<file path="src/rtl/chunked_seq_adder_pkg.sv">
// Shared constants for the chunked sequential adder.
//   StIdle / StRun   : FSM state encodings (1-bit, legacy-compatible constants)
//   ModeAdd / ModeSub: values of the sub input
//   cnt_width()      : chunk counter width, never less than 1
package chunked_seq_adder_pkg;

  localparam logic StIdle  = 1'b0;
  localparam logic StRun   = 1'b1;

  localparam logic ModeAdd = 1'b0;
  localparam logic ModeSub = 1'b1;

  function automatic int unsigned cnt_width(input int unsigned n);
    return (n <= 1) ? 1 : $clog2(n);
  endfunction

endpackage

</file>
<file path="src/rtl/chunked_seq_adder_if.sv">
// Handshake and data bundle of the chunked sequential adder.
//   start/sub/a/b/cin : request side, driven by the master
//   busy/done         : operation status, driven by the slave
//   s/cout/ovf        : result, valid when done pulses, held until the next completion
interface chunked_seq_adder_if #(
  parameter int unsigned WIDTH = 32
);

  logic             start;
  logic             sub;
  logic [WIDTH-1:0] a;
  logic [WIDTH-1:0] b;
  logic             cin;
  logic             busy;
  logic             done;
  logic [WIDTH-1:0] s;
  logic             cout;
  logic             ovf;

  modport master (
    output start, sub, a, b, cin,
    input  busy, done, s, cout, ovf
  );

  modport slave (
    input  start, sub, a, b, cin,
    output busy, done, s, cout, ovf
  );

endinterface

</file>
<file path="src/rtl/chunked_seq_adder_adder_chunk.sv">
// Combinational CHUNK-bit ripple-carry adder slice (the adder_chunk of the datapath).
//   a, b : chunk operands
//   cin  : carry into bit 0
//   sum  : chunk sum
//   cout : carry out of the top bit
//   cmsb : carry into the top bit (needed for signed overflow on the last chunk)
module chunked_seq_adder_adder_chunk #(
  parameter int unsigned CHUNK = 8
) (
  input  logic [CHUNK-1:0] a,
  input  logic [CHUNK-1:0] b,
  input  logic             cin,
  output logic [CHUNK-1:0] sum,
  output logic             cout,
  output logic             cmsb
);

  logic [CHUNK:0] c;

  always_comb begin
    c    = '0;
    sum  = '0;
    c[0] = cin;
    for (int i = 0; i < CHUNK; i++) begin
      sum[i]   = a[i] ^ b[i] ^ c[i];
      c[i + 1] = (a[i] & b[i]) | (c[i] & (a[i] ^ b[i]));
    end
  end

  assign cout = c[CHUNK];
  assign cmsb = c[CHUNK - 1];

endmodule

</file>
<file path="src/rtl/chunked_seq_adder.sv">
// Multi-cycle adder/subtractor: adds WIDTH-bit operands CHUNK bits per clock, LSB chunk first,
// keeping the inter-chunk carry in a register. WIDTH must be a multiple of CHUNK.
//   clk   : rising-edge clock
//   rst_n : asynchronous active-low reset; aborts an operation without a done pulse
//   bus   : slave side of chunked_seq_adder_if (start/sub/a/b/cin in; busy/done/s/cout/ovf out)
// Result appears with done exactly WIDTH/CHUNK cycles after the accepting edge.
module chunked_seq_adder
  import chunked_seq_adder_pkg::*;
#(
  parameter int unsigned WIDTH = 32,
  parameter int unsigned CHUNK = 8
) (
  input  logic                clk,
  input  logic                rst_n,
  chunked_seq_adder_if.slave  bus
);

  localparam int unsigned NChunk  = WIDTH / CHUNK;
  localparam int unsigned CntW    = cnt_width(NChunk);
  localparam logic [CntW-1:0] LastCnt = CntW'(NChunk - 1);

  logic             state_q, state_d;
  logic [CntW-1:0]  cnt_q, cnt_d;
  logic             carry_q, carry_d;
  logic [WIDTH-1:0] a_q, a_d;
  logic [WIDTH-1:0] b_q, b_d;   // already inverted for subtraction
  logic [WIDTH-1:0] res_q, res_d;
  logic [WIDTH-1:0] s_q, s_d;
  logic             cout_q, cout_d;
  logic             ovf_q, ovf_d;
  logic             done_q, done_d;

  logic [CHUNK-1:0] a_chunk, b_chunk, chunk_sum;
  logic             chunk_cout, chunk_cmsb;

  assign a_chunk = a_q[cnt_q * CHUNK +: CHUNK];
  assign b_chunk = b_q[cnt_q * CHUNK +: CHUNK];

  chunked_seq_adder_adder_chunk #(
    .CHUNK (CHUNK)
  ) u_adder_chunk (
    .a    (a_chunk),
    .b    (b_chunk),
    .cin  (carry_q),
    .sum  (chunk_sum),
    .cout (chunk_cout),
    .cmsb (chunk_cmsb)
  );

  always_comb begin
    state_d = state_q;
    cnt_d   = cnt_q;
    carry_d = carry_q;
    a_d     = a_q;
    b_d     = b_q;
    res_d   = res_q;
    s_d     = s_q;
    cout_d  = cout_q;
    ovf_d   = ovf_q;
    done_d  = 1'b0;

    if (state_q == StIdle) begin
      // Idle also covers the done cycle, so back-to-back starts are accepted here.
      if (bus.start) begin
        a_d     = bus.a;
        b_d     = (bus.sub == ModeSub) ? ~bus.b : bus.b;
        carry_d = (bus.sub == ModeAdd) ? bus.cin : 1'b1;
        cnt_d   = '0;
        state_d = StRun;
      end
    end else begin
      res_d[cnt_q * CHUNK +: CHUNK] = chunk_sum;
      carry_d = chunk_cout;
      if (cnt_q == LastCnt) begin
        // Publish only the complete word so s never shows partial sums.
        s_d     = res_d;
        cout_d  = chunk_cout;
        ovf_d   = chunk_cmsb ^ chunk_cout;
        done_d  = 1'b1;
        cnt_d   = '0;
        state_d = StIdle;
      end else begin
        cnt_d = cnt_q + CntW'(1);
      end
    end
  end

  always_ff @(posedge clk or negedge rst_n) begin
    if (!rst_n) begin
      state_q <= StIdle;
      cnt_q   <= '0;
      carry_q <= 1'b0;
      a_q     <= '0;
      b_q     <= '0;
      res_q   <= '0;
      s_q     <= '0;
      cout_q  <= 1'b0;
      ovf_q   <= 1'b0;
      done_q  <= 1'b0;
    end else begin
      state_q <= state_d;
      cnt_q   <= cnt_d;
      carry_q <= carry_d;
      a_q     <= a_d;
      b_q     <= b_d;
      res_q   <= res_d;
      s_q     <= s_d;
      cout_q  <= cout_d;
      ovf_q   <= ovf_d;
      done_q  <= done_d;
    end
  end

  assign bus.busy = (state_q == StRun);
  assign bus.done = done_q;
  assign bus.s    = s_q;
  assign bus.cout = cout_q;
  assign bus.ovf  = ovf_q;

endmodule

</file>
<file path="src/flat_wrapper.sv">
// flat-port wrapper written by rule: the top's interface ports become plain ports
module chunked_seq_adder_flat import chunked_seq_adder_pkg::*;
#(
  parameter int unsigned WIDTH = 32,
  parameter int unsigned CHUNK = 8
)
  (clk, rst_n, bus_start, bus_sub, bus_a, bus_b, bus_cin, bus_busy, bus_done, bus_s, bus_cout, bus_ovf);
  chunked_seq_adder_if #(.WIDTH(WIDTH)) bus_i ();
  input  logic clk;
  input  logic rst_n;
  input wire logic [$bits(bus_i.start)-1:0] bus_start;
  input wire logic [$bits(bus_i.sub)-1:0] bus_sub;
  input wire logic [$bits(bus_i.a)-1:0] bus_a;
  input wire logic [$bits(bus_i.b)-1:0] bus_b;
  input wire logic [$bits(bus_i.cin)-1:0] bus_cin;
  output wire logic [$bits(bus_i.busy)-1:0] bus_busy;
  output wire logic [$bits(bus_i.done)-1:0] bus_done;
  output wire logic [$bits(bus_i.s)-1:0] bus_s;
  output wire logic [$bits(bus_i.cout)-1:0] bus_cout;
  output wire logic [$bits(bus_i.ovf)-1:0] bus_ovf;
  assign bus_i.start = bus_start;
  assign bus_i.sub = bus_sub;
  assign bus_i.a = bus_a;
  assign bus_i.b = bus_b;
  assign bus_i.cin = bus_cin;
  assign bus_busy = bus_i.busy;
  assign bus_done = bus_i.done;
  assign bus_s = bus_i.s;
  assign bus_cout = bus_i.cout;
  assign bus_ovf = bus_i.ovf;
  chunked_seq_adder #(.WIDTH(WIDTH), .CHUNK(CHUNK)) u_core (.clk(clk), .rst_n(rst_n), .bus(bus_i));
endmodule
</file>
<file path="config.mk">
export PLATFORM = sky130hd
export DESIGN_NAME = chunked_seq_adder_flat
export DESIGN_NICKNAME = d
export VERILOG_FILES = /design/src/rtl/chunked_seq_adder_pkg.sv /design/src/rtl/chunked_seq_adder_if.sv /design/src/rtl/chunked_seq_adder_adder_chunk.sv /design/src/rtl/chunked_seq_adder.sv /design/src/flat_wrapper.sv
export SDC_FILE = /design/constraint.sdc
export NUM_CORES = 1
export LEC_CHECK = 0
export CAP_MARGIN = 20
export CORE_MARGIN = 2
export CORE_UTILIZATION = 50
export CTS_CLUSTER_DIAMETER = 80
export DETAILED_ROUTE_END_ITERATION = 8
export PLACE_DENSITY = 0.75
export SYNTH_ARGS = -nofsm -noshare
export SYNTH_HDL_FRONTEND = slang
export SYNTH_SLANG_ARGS = --single-unit
</file>
<file path="constraint.sdc">
create_clock -name clk -period 7.9 [get_ports clk]
set_input_delay 0.79 -clock clk [delete_from_list [all_inputs] [get_ports clk]]
set_output_delay 0.79 -clock clk [all_outputs]
set_load 0.005 [all_outputs]
</file>
======== Word-level counts from Yosys, hierarchy flattened ========
Index checks and enable logic that the tools add are counted.
storage, ports and cells
  bits in registers ....................... 135
  bits of input ports ..................... 69
  output and inout port bits .............. 36
  word-level logic and storage cells ...... 76
operators by class
  add/sub/neg operators ................... 2
  equal/unequal tests ..................... 1
  shifts and indexed selects .............. 4
  mux-type cells .......................... 13
  bitwise gates (word level) .............. 43
  reduce and logical (&&, ||, !) cells .... 3
operators by type and width
  operator                   number
  $shiftx A32 B6 Y8          2
  $neg A5 Y34                1
  $shift A8 B34 Y32 const A  1
  $shiftx A8 B34 Y32         1
  $bwmux W32                 1
  $mux W32                   1
  $not A32 Y32               1
  $xor A1 B1 Y1              17
  $and A1 B1 Y1              16
  $mux W1                    8
  $or A1 B1 Y1               8
  $mux W2                    3
  $reduce_and A2 Y1          2
  $add A2 B1 Y2 const B      1
  $eq A2 B2 Y1 const B       1
  $reduce_bool A2 Y1         1
  $not A1 Y1                 1

======== Logic depth before layout (Yosys ltp) ========
  depth after elaboration ................. 19
  depth in mapped cells ................... 17
  depth with buffers taken out ............ 15

======== Cells and area by module ========
From an unflattened synthesis, not the netlist that was laid out.
unflattened totals
  cells, all modules ...................... 505
  area, all modules ....................... 5964.5 sq um
by module, submodules not included
  module                         instances  cells an instance  area an instance (sq um)  sequential area each (sq um)
  chunked_seq_adder              1          487                5766.8                    3178.0
  chunked_seq_adder_adder_chunk  1          18                 197.7                     0.0

======== Least setup slack after synthesis ========
OpenSTA, ideal clock, no wires.
  kind .................................... reg2reg
  start ................................... register u_core.cnt_q[0]
  end ..................................... register u_core.s_q[7], in the netlist u_core.bus.s[7]
  library setup time ...................... 0.132 ns
  arrival time ............................ 4.380 ns
  data required time ...................... 7.768 ns
  path slack .............................. 3.388 ns
  stages on the path, launching flop included .. 18
  buffers on the path ..................... 2
  clock period less this slack ............ 4.512 ns
  cell sequence ........................... dfrtp_1 buf_6 buf_6 mux4_2 inv_1 fa_1 fa_1 fa_1 fa_1 fa_1 inv_1 fa_1 inv_1 fa_1 inv_1 fa_1 nand3_1 o211ai_1
between the ends
  longest elaborated chain between the ends .. 19
  elaborated cells on any way between the ends .. 45
  classes of those cells .................. 1 x add/sub; 1 x eq/ne; 4 x shift; 1 x mux; 37 x bitwise; 1 x reduce/logical
RTL lines
  what                                         line                                                                      source
  start: declaration                           chunked_seq_adder.sv:23                                                   logic [CntW-1:0] cnt_q, cnt_d;
  start signal: assignment                     chunked_seq_adder.sv:102                                                  cnt_q <= cnt_d;
  $shiftx A32 B6 Y8, on equally long branches  chunked_seq_adder.sv:36, chunked_seq_adder.sv:37
  $xor A1 B1 Y1                                chunked_seq_adder_adder_chunk.sv:25, chunked_seq_adder_adder_chunk.sv:26
  $and A1 B1 Y1                                chunked_seq_adder_adder_chunk.sv:26                                       c[i + 1] = (a[i] & b[i]) | (c[i] & (a[i] ^ b[i]));
  $or A1 B1 Y1                                 chunked_seq_adder_adder_chunk.sv:26
  $and A1 B1 Y1                                chunked_seq_adder_adder_chunk.sv:26
  $or A1 B1 Y1                                 chunked_seq_adder_adder_chunk.sv:26
  $and A1 B1 Y1                                chunked_seq_adder_adder_chunk.sv:26
  $or A1 B1 Y1                                 chunked_seq_adder_adder_chunk.sv:26
  [... 3 more ...]                             n/a
  $or A1 B1 Y1                                 chunked_seq_adder_adder_chunk.sv:26
  $and A1 B1 Y1                                chunked_seq_adder_adder_chunk.sv:26
  $or A1 B1 Y1                                 chunked_seq_adder_adder_chunk.sv:26
  $and A1 B1 Y1                                chunked_seq_adder_adder_chunk.sv:26
  $or A1 B1 Y1                                 chunked_seq_adder_adder_chunk.sv:26
  $xor A1 B1 Y1                                chunked_seq_adder_adder_chunk.sv:25                                       sum[i] = a[i] ^ b[i] ^ c[i];
  $shiftx A8 B34 Y32                           chunked_seq_adder.sv:72                                                   res_d[cnt_q * CHUNK +: CHUNK] = chunk_sum;
  $bwmux W32                                   chunked_seq_adder.sv:72
  end signal: assignment                       chunked_seq_adder.sv:96                                                   s_q <= '0;
  end signal: assignment                       chunked_seq_adder.sv:107                                                  s_q <= s_d;
  end: declaration                             chunked_seq_adder.sv:28                                                   logic [WIDTH-1:0] s_q, s_d;
Parallel ways exist; a longest one is shown, timed or not.
A chain may end at the register's enable or synchronous reset.

======== Final worst setup path ========
Ends and elaborated chain as after synthesis.

==> metrics.log <==
INFO  metric run_status = completed
INFO  metric post_drt_via_cell_ratio = roughly 5.7
INFO  metric worstHoldPathType = primary input to asynchronous set/reset pin
INFO  metric stdcell_area = approximately 8600 µm²
INFO  metric timing.fmax = 0.2097 GHz
INFO  metric r2r_end = u_core.bus.s[7]
INFO  metric dieArea = between 10000 and 15000 µm²
INFO  metric postSynthNetCount = 596
INFO  metric boundaryPins = 105
INFO  metric drc_errors = 0
INFO  metric antenna-diode-count = 0
INFO  metric worst_skew_pair_later_pin_latency = about 0.4 ns
INFO  metric worst-setup-path-type = register to register
INFO  metric post-route-period-util = 0.6037
INFO  metric clock_tree.htree_level_count = 4
INFO  metric post-place-ws = ~3.1 ns
INFO  metric route.vias.total = approximately 4.5k
INFO  metric final.hold.worst_slack = about 0.38 ns
INFO  metric totalNegativeSetupSlack = 0 ns
INFO  metric synth_enable_flop_cells = 0
INFO  metric crit_required = between 8 and 9 ns
INFO  metric met2RoutedLength = 7.276 mm
INFO  metric post_cts.repair.setup_buffers = 0
INFO  metric synth_flop_cell = sky130_fd_sc_hd__dfrtp_1
INFO  metric reg2regPathDepth = 15
INFO  metric worst_setup_path_end_kind = register
INFO  metric number_of_sinks_handled_by_clock_tree_synthesis = between 100 and 150
INFO  metric avgRoutedWirePerCell = a little under 20 µm
INFO  metric dp_hpwl = roughly 10 mm
INFO  metric maxCapViolCount = 0
INFO  metric gp_congestion = approximately 0.84
INFO  metric ir_drop_worst_vdd = 0.2752 mV
INFO  metric filler_cell_count = around 1.1k
INFO  metric die_boundary_width = approximately 120 µm
INFO  metric drv_slew = 0
INFO  metric tritoncts = built
INFO  metric timing.critical_path.arrival = between 5 and 6 ns
INFO  metric ff2ff_setup_slack = 3.13 ns
INFO  metric grt_max_degree = 106
INFO  metric period_minus_slack = around 4.8 ns
INFO  metric wirelength = ~15 mm
INFO  metric finalPower = 3.834 mW
INFO  metric place_inst = about 760
INFO  metric ys_seq_elements = approximately 140
INFO  metric met3_length = around 670 µm
INFO  metric drtIter0Drc = a little over 300
INFO  metric final.setup.worst_slack = 3.131 ns
INFO  metric floorplan.rows = 43
INFO  metric syn_to_final_growth = 22.42%
INFO  metric yosys_warnings = 0
INFO  metric async_flop_share = 1.000
INFO  metric antenna_found_initial = 0
INFO  metric report.final.hold_viol_count = 0
INFO  metric core = 13770 µm²
INFO  metric clk_pin_slew = 0.05 ns
INFO  metric post_cts_resize_count = 0
INFO  metric cts-root-buf = sky130_fd_sc_hd__clkbuf_16
INFO  metric antenna_left = 0
INFO  metric setup_repair_after_global_routing_missed_its_margin = false
INFO  metric layout-drive-gt1-share = 0.2257
INFO  metric layout.core_utilization = 0.6211
INFO  metric die_height = around 120 µm
INFO  metric setup-violations-final = 0
INFO  metric avgSynthCellArea = approximately 14 µm²
INFO  metric placed_inst_area = around 8000 µm²
INFO  metric seq_area_frac_synth = 0.4834
INFO  metric place.port_buffers = 104
INFO  metric maxSlewHeadroom = 0.3292
INFO  metric detail_route.first_pass.iterations = 4
INFO  metric grt_pass1_wl = between 20 and 25 mm
INFO  metric grt.overflow.total = 0
INFO  metric post_synth_num_cell_types = 36
INFO  metric critical_path.startpoint_type = register
INFO  metric combined_area_of_all_synthesized_cells = around 7000 µm²
INFO  metric cts_made_buffers = 17
INFO  metric via_count_of_the_first_global_routing_pass = around 4.7k
INFO  metric power.static_leakage = roughly 3.5 nW
INFO  metric critical_path.max_fanout = 10
INFO  metric start_util = 0.5074
INFO  metric top_layer = met4
INFO  metric cts_hold_repair.buffers = 0
INFO  metric worst_pin_slew = ~1.0 ns
INFO  metric number_of_buffers_on_the_longest_clock_path = 2
INFO  metric worst_clock_skew = 0.007495 ns
INFO  metric globalRouteTotalUtil = 0.2162
INFO  metric synth_cells = 513
INFO  metric r2r-start = u_core.cnt_q[0]
INFO  metric final_net_count = ~680
INFO  metric stdcell_count = slightly below 800
INFO  metric worst_setup_path_startpoint = u_core.cnt_q[0]
INFO  metric wl_met1 = 6.984 mm
INFO  metric powerDensity = between 400 and 500 nW/µm²
how the worst max path moves through the flow:
stage	to	depth (start not counted)	slack [ns]
after floorplan	u_core.bus.s[7]	17	3.39
after global placement	u_core.bus.s[7]	15	3.22
after detailed placement	u_core.bus.s[23]	15	3.12
after CTS	u_core.bus.s[7]	15	3.09
after global routing	u_core.bus.s[15]	15	2.84
final	u_core.bus.s[7]	15	3.13
report_power, final:
| group | internal (mW) | switching [mW] |
|---|---|---|
| sequential | 0.993 | 0.193 |
| clock | 0.419 | 0.264 |
| combinational | 1.02 | 0.945 |
metal layers:
layer / GRT usage / vias up
met2: 0.3365 / 146
met4: 0.06825 / 0
met3: 0.04647 / 17
met5: 0 / -
li1: - / 2069
met1: 0.3057 / 2279
cell usage in the layout (no fill, tap or decap), types with 2 or more instances in the layout:
cell type	n
sky130_fd_sc_hd__mux2_1	19
sky130_fd_sc_hd__ha_1	5
sky130_fd_sc_hd__nand3_1	6
sky130_fd_sc_hd__clkbuf_1	5
sky130_fd_sc_hd__o2bb2ai_1	28
sky130_fd_sc_hd__nand2b_1	3
sky130_fd_sc_hd__or3b_1	4
sky130_fd_sc_hd__clkdlybuf4s50_1	102
sky130_fd_sc_hd__o31ai_1	2
sky130_fd_sc_hd__mux4_2	16
sky130_fd_sc_hd__and3b_1	2
sky130_fd_sc_hd__nand2_2	2
sky130_fd_sc_hd__o211ai_1	32
sky130_fd_sc_hd__clkbuf_8	3
sky130_fd_sc_hd__fa_1	8
sky130_fd_sc_hd__mux2_2	17
sky130_fd_sc_hd__a32o_1	4
sky130_fd_sc_hd__buf_4	6
sky130_fd_sc_hd__clkbuf_16	17
sky130_fd_sc_hd__mux2_4	30
sky130_fd_sc_hd__xor2_1	32
sky130_fd_sc_hd__nand4b_1	32
sky130_fd_sc_hd__nand4bb_1	3
sky130_fd_sc_hd__dfrtp_1	134
sky130_fd_sc_hd__inv_1	18
sky130_fd_sc_hd__a21bo_2	32
sky130_fd_sc_hd__nand3b_1	21
sky130_fd_sc_hd__nand2_1	4
sky130_fd_sc_hd__clkinv_2	5
sky130_fd_sc_hd__or3b_2	3
synth_stat cells, types with 4 or more instances:
cell type                     n  area share
sky130_fd_sc_hd__a32o_1       4      0.0057
sky130_fd_sc_hd__inv_1       18      0.0097
sky130_fd_sc_hd__clkbuf_1    14      0.0075
sky130_fd_sc_hd__nand4b_1    32       0.040
sky130_fd_sc_hd__dfrtp_1    135        0.48
sky130_fd_sc_hd__nand3_1      6      0.0043
sky130_fd_sc_hd__buf_2       21       0.015
sky130_fd_sc_hd__ha_1         6       0.011
sky130_fd_sc_hd__o211ai_1    32       0.034
sky130_fd_sc_hd__o2bb2ai_1   28       0.035
sky130_fd_sc_hd__mux2_4      30       0.064
sky130_fd_sc_hd__mux4_2      16       0.052
sky130_fd_sc_hd__nand2_1      4      0.0021
sky130_fd_sc_hd__buf_6        7       0.011
sky130_fd_sc_hd__a21bo_2     32       0.046
sky130_fd_sc_hd__or3b_1       4      0.0050
sky130_fd_sc_hd__nand3b_1    21       0.023
sky130_fd_sc_hd__mux2_2      17       0.027
sky130_fd_sc_hd__fa_1         8       0.023
sky130_fd_sc_hd__mux2_1      19       0.031
sky130_fd_sc_hd__xor2_1      32       0.040
state kept, by name, summed over array words and instances (netlist names):
name	cells
u_core.bus.done	1
u_core.cnt_q	2
u_core.bus.cout	1
u_core.b_q	32
u_core.bus.busy	1
u_core.a_q	32
u_core.carry_q	1
u_core.bus.s	32
u_core.res_q	32
u_core.bus.ovf	1
final cells by class:
cell class	instances	area (µm²)	area share
repair buffers	110	1082	0.1265
clock inverters	5	25.02	0.002925
flip-flops and latches	135	3379	0.3951
inverters	18	67.56	0.007898
well taps	180	225.2	0.02633
multi-input cells	314	3289	0.3845
clock buffers	25	485.5	0.05675
logic make-up (layout without fill, tap and decap cells):
logic type               Yosys count  after routing  synth area share
AO/OA/AOI/OAI                     99             99            0.1241
XOR/XNOR                          33             33           0.04136
adder cells (fa/ha/maj)           14             14           0.03366
buffers and inverters             64            158           0.04727
flip-flops                       135            135            0.4834
multiplexers                      82             82            0.1740
AND/OR/NAND/NOR                   86             86           0.09615
critical path, cell delays in order, from the launching register on:
cell and delay [ns]:
sky130_fd_sc_hd__dfrtp_1 0.70, sky130_fd_sc_hd__mux4_2 0.33, sky130_fd_sc_hd__inv_1 0.05, sky130_fd_sc_hd__fa_1 0.40, sky130_fd_sc_hd__fa_1 0.39, sky130_fd_sc_hd__fa_1 0.40, sky130_fd_sc_hd__fa_1 0.41, sky130_fd_sc_hd__fa_1 0.38
sky130_fd_sc_hd__inv_1 0.08, sky130_fd_sc_hd__fa_1 0.16, sky130_fd_sc_hd__inv_1 0.05, sky130_fd_sc_hd__fa_1 0.39, sky130_fd_sc_hd__inv_1 0.08, sky130_fd_sc_hd__fa_1 0.50, sky130_fd_sc_hd__nand3_1 0.18, sky130_fd_sc_hd__o211ai_1 0.12
Power figures use the tool's default switching activity.
==> variant (same settings) <==
`WIDTH` is set to 32 in 3 places; all go to 48.
--- a/src/rtl/chunked_seq_adder_if.sv
+++ b/src/rtl/chunked_seq_adder_if.sv
@@ -3,7 +3,7 @@
 //   busy/done         : operation status, driven by the slave
 //   s/cout/ovf        : result, valid when done pulses, held until the next completion
 interface chunked_seq_adder_if #(
-  parameter int unsigned WIDTH = 32
+  parameter int unsigned WIDTH = 48
 );
 
   logic             start;
--- a/src/rtl/chunked_seq_adder.sv
+++ b/src/rtl/chunked_seq_adder.sv
@@ -7,7 +7,7 @@
 module chunked_seq_adder
   import chunked_seq_adder_pkg::*;
 #(
-  parameter int unsigned WIDTH = 32,
+  parameter int unsigned WIDTH = 48,
   parameter int unsigned CHUNK = 8
 ) (
   input  logic                clk,
--- a/src/flat_wrapper.sv
+++ b/src/flat_wrapper.sv
@@ -1,7 +1,7 @@
 // flat-port wrapper written by rule: the top's interface ports become plain ports
 module chunked_seq_adder_flat import chunked_seq_adder_pkg::*;
 #(
-  parameter int unsigned WIDTH = 32,
+  parameter int unsigned WIDTH = 48,
   parameter int unsigned CHUNK = 8
 )
   (clk, rst_n, bus_start, bus_sub, bus_a, bus_b, bus_cin, bus_busy, bus_done, bus_s, bus_cout, bus_ovf);
Interface: changed (resized bus_a, bus_b and bus_s); port bits go from 105 to 153. The function was not compared with the original's and may differ.
==> variant against the original RTL <==
  * Largest cell class unchanged
  * Setup slack got worse by 0.80 ns
  * Cell area rose by 36%
  * Non-clock buffer count rose by 50
  * Core utilization rose by 0.42 points
  * Worst hold slack improved by 0.091 ns
  * Critical path depth rose by 2
  * Largest power group unchanged
  * Clock skew rose by 0.0041 ns
  * Wire length rose by 40%
  * Sequential cell count rose by 65
  * Total power rose by 37%
  * Synthesized area rose by 34%
==> variant: results (changes against the original RTL) <==
min cycle time layout: 5.57 ns (+0.800 ns)
internal power: 3220 uW (+32%)
Synth Net Count: 926 (+55%)
R2R cell count: 17 (+2)
routability cong.: 0.876 (+3.9%)
Metal-1 WL: 9.35 mm (+34%)
Clock transition at path regs: 0.07 ns (+0.02 ns)
vias in the first global route: 6389 (+36%)
drt pass-1 iters: 5 (+1)
largest net degree at the start of global routing: 124 (+17%)
first-pass GRT wire length: 34.6 mm (+40%)
critical-path maximum fanout: 22 (+12)
total track usage: 0.225 (+0.00839)
clk_skew: 0.0116 ns (+0.00415 ns)
metal2 WL: 10.4 mm (+43%)
Post-synth top cells: dfrtp_1, o21ai_0, nand2_1
outcome: complete, no violations
clock latency on the worst-skew pair: 0.44 ns (+0.03 ns)
Critical R2R Capture: u_core.bus.s[31]
Lkg Pwr: 0.00508 uW (+43%)
routed length per instance: 18.0 um (-6.6%)
CP max stage delay: 0.72 ns (+0.02 ns)
Worst R2R Start: u_core.cnt_q[1]
sequential area share after synthesis: 0.534 (+0.0504)
top post-synthesis cells by area: dfrtp_1, mux2_2, o21ai_0
flop-to-flop setup slack: 2.33 ns (-0.80 ns)
share of cells above drive strength 1: 0.153 (-0.0730)
fin nets: 1043 (+54%)
port bufs: 152 (+46%)
Met3 Routed Length: 963 um (+44%)
synth unique cells: 43 (+19%)
-- variant: layout make-up --
class / instances / area, um2
Fill cell: 1457 / 6960
Sequential cell: 200 / 5010
Clock inverter: 12 / 198
Tap cell: 234 / 293
Multi-Input combinational cell: 531 / 4020
Clock buffer: 20 / 447
Inverter: 20 / 75.1
Timing Repair Buffer: 160 / 1580
-- variant: power groups by stage --
stage / Combinational (uW) / Sequential (uW) / Clock [uW]
CTS: 2490 / 1830 / 961
global placement: 2390 / 1820 / 0
global route: 2730 / 1880 / 1000
detailed placement: 2460 / 1840 / 0
finish: 2470 / 1820 / 950
floorplan: 1720 / 1680 / 0
-- variant: cell families after synthesis --
group                    count (synthesis)  share of synthesized area
AO/OA/AOI/OAI                          147                     0.0882
XOR/XNOR                                49                     0.0458
adder cells (fa/ha/maj)                 12                     0.0224
buffers and inverters                   82                     0.0394
flip-flops                             200                      0.534
multiplexers                           136                      0.177
AND/OR/NAND/NOR                        187                     0.0937
-- variant: metal layers --
layer  global-route usage  up-vias
li1                     -     3037
met1                0.306     3129
met2                0.366      172
met3               0.0469       30
met4               0.0705        0
met5                    0        -
-- variant: worst max path at each step --
stage,end,depth (start not counted)
3_3_place_gp,u_core.bus.s[31],17
6_report,u_core.bus.s[31],17
4_1_cts,u_core.bus.s[31],17
2_1_floorplan,u_core.bus.s[31],21
3_5_place_dp,u_core.bus.s[31],17
5_1_grt,u_core.bus.s[31],17
-- variant: stage by stage --
stage          total power, uW  instance area (um2)  cells
2_1_floorplan             3400                 9380    813
3_3_place_gp              4210                11000   1145
3_5_place_dp              4310                11000   1145
4_1_cts                   5270                11600   1177
5_1_grt                   5610                11600   1177
6_report                  5240                11600   1177
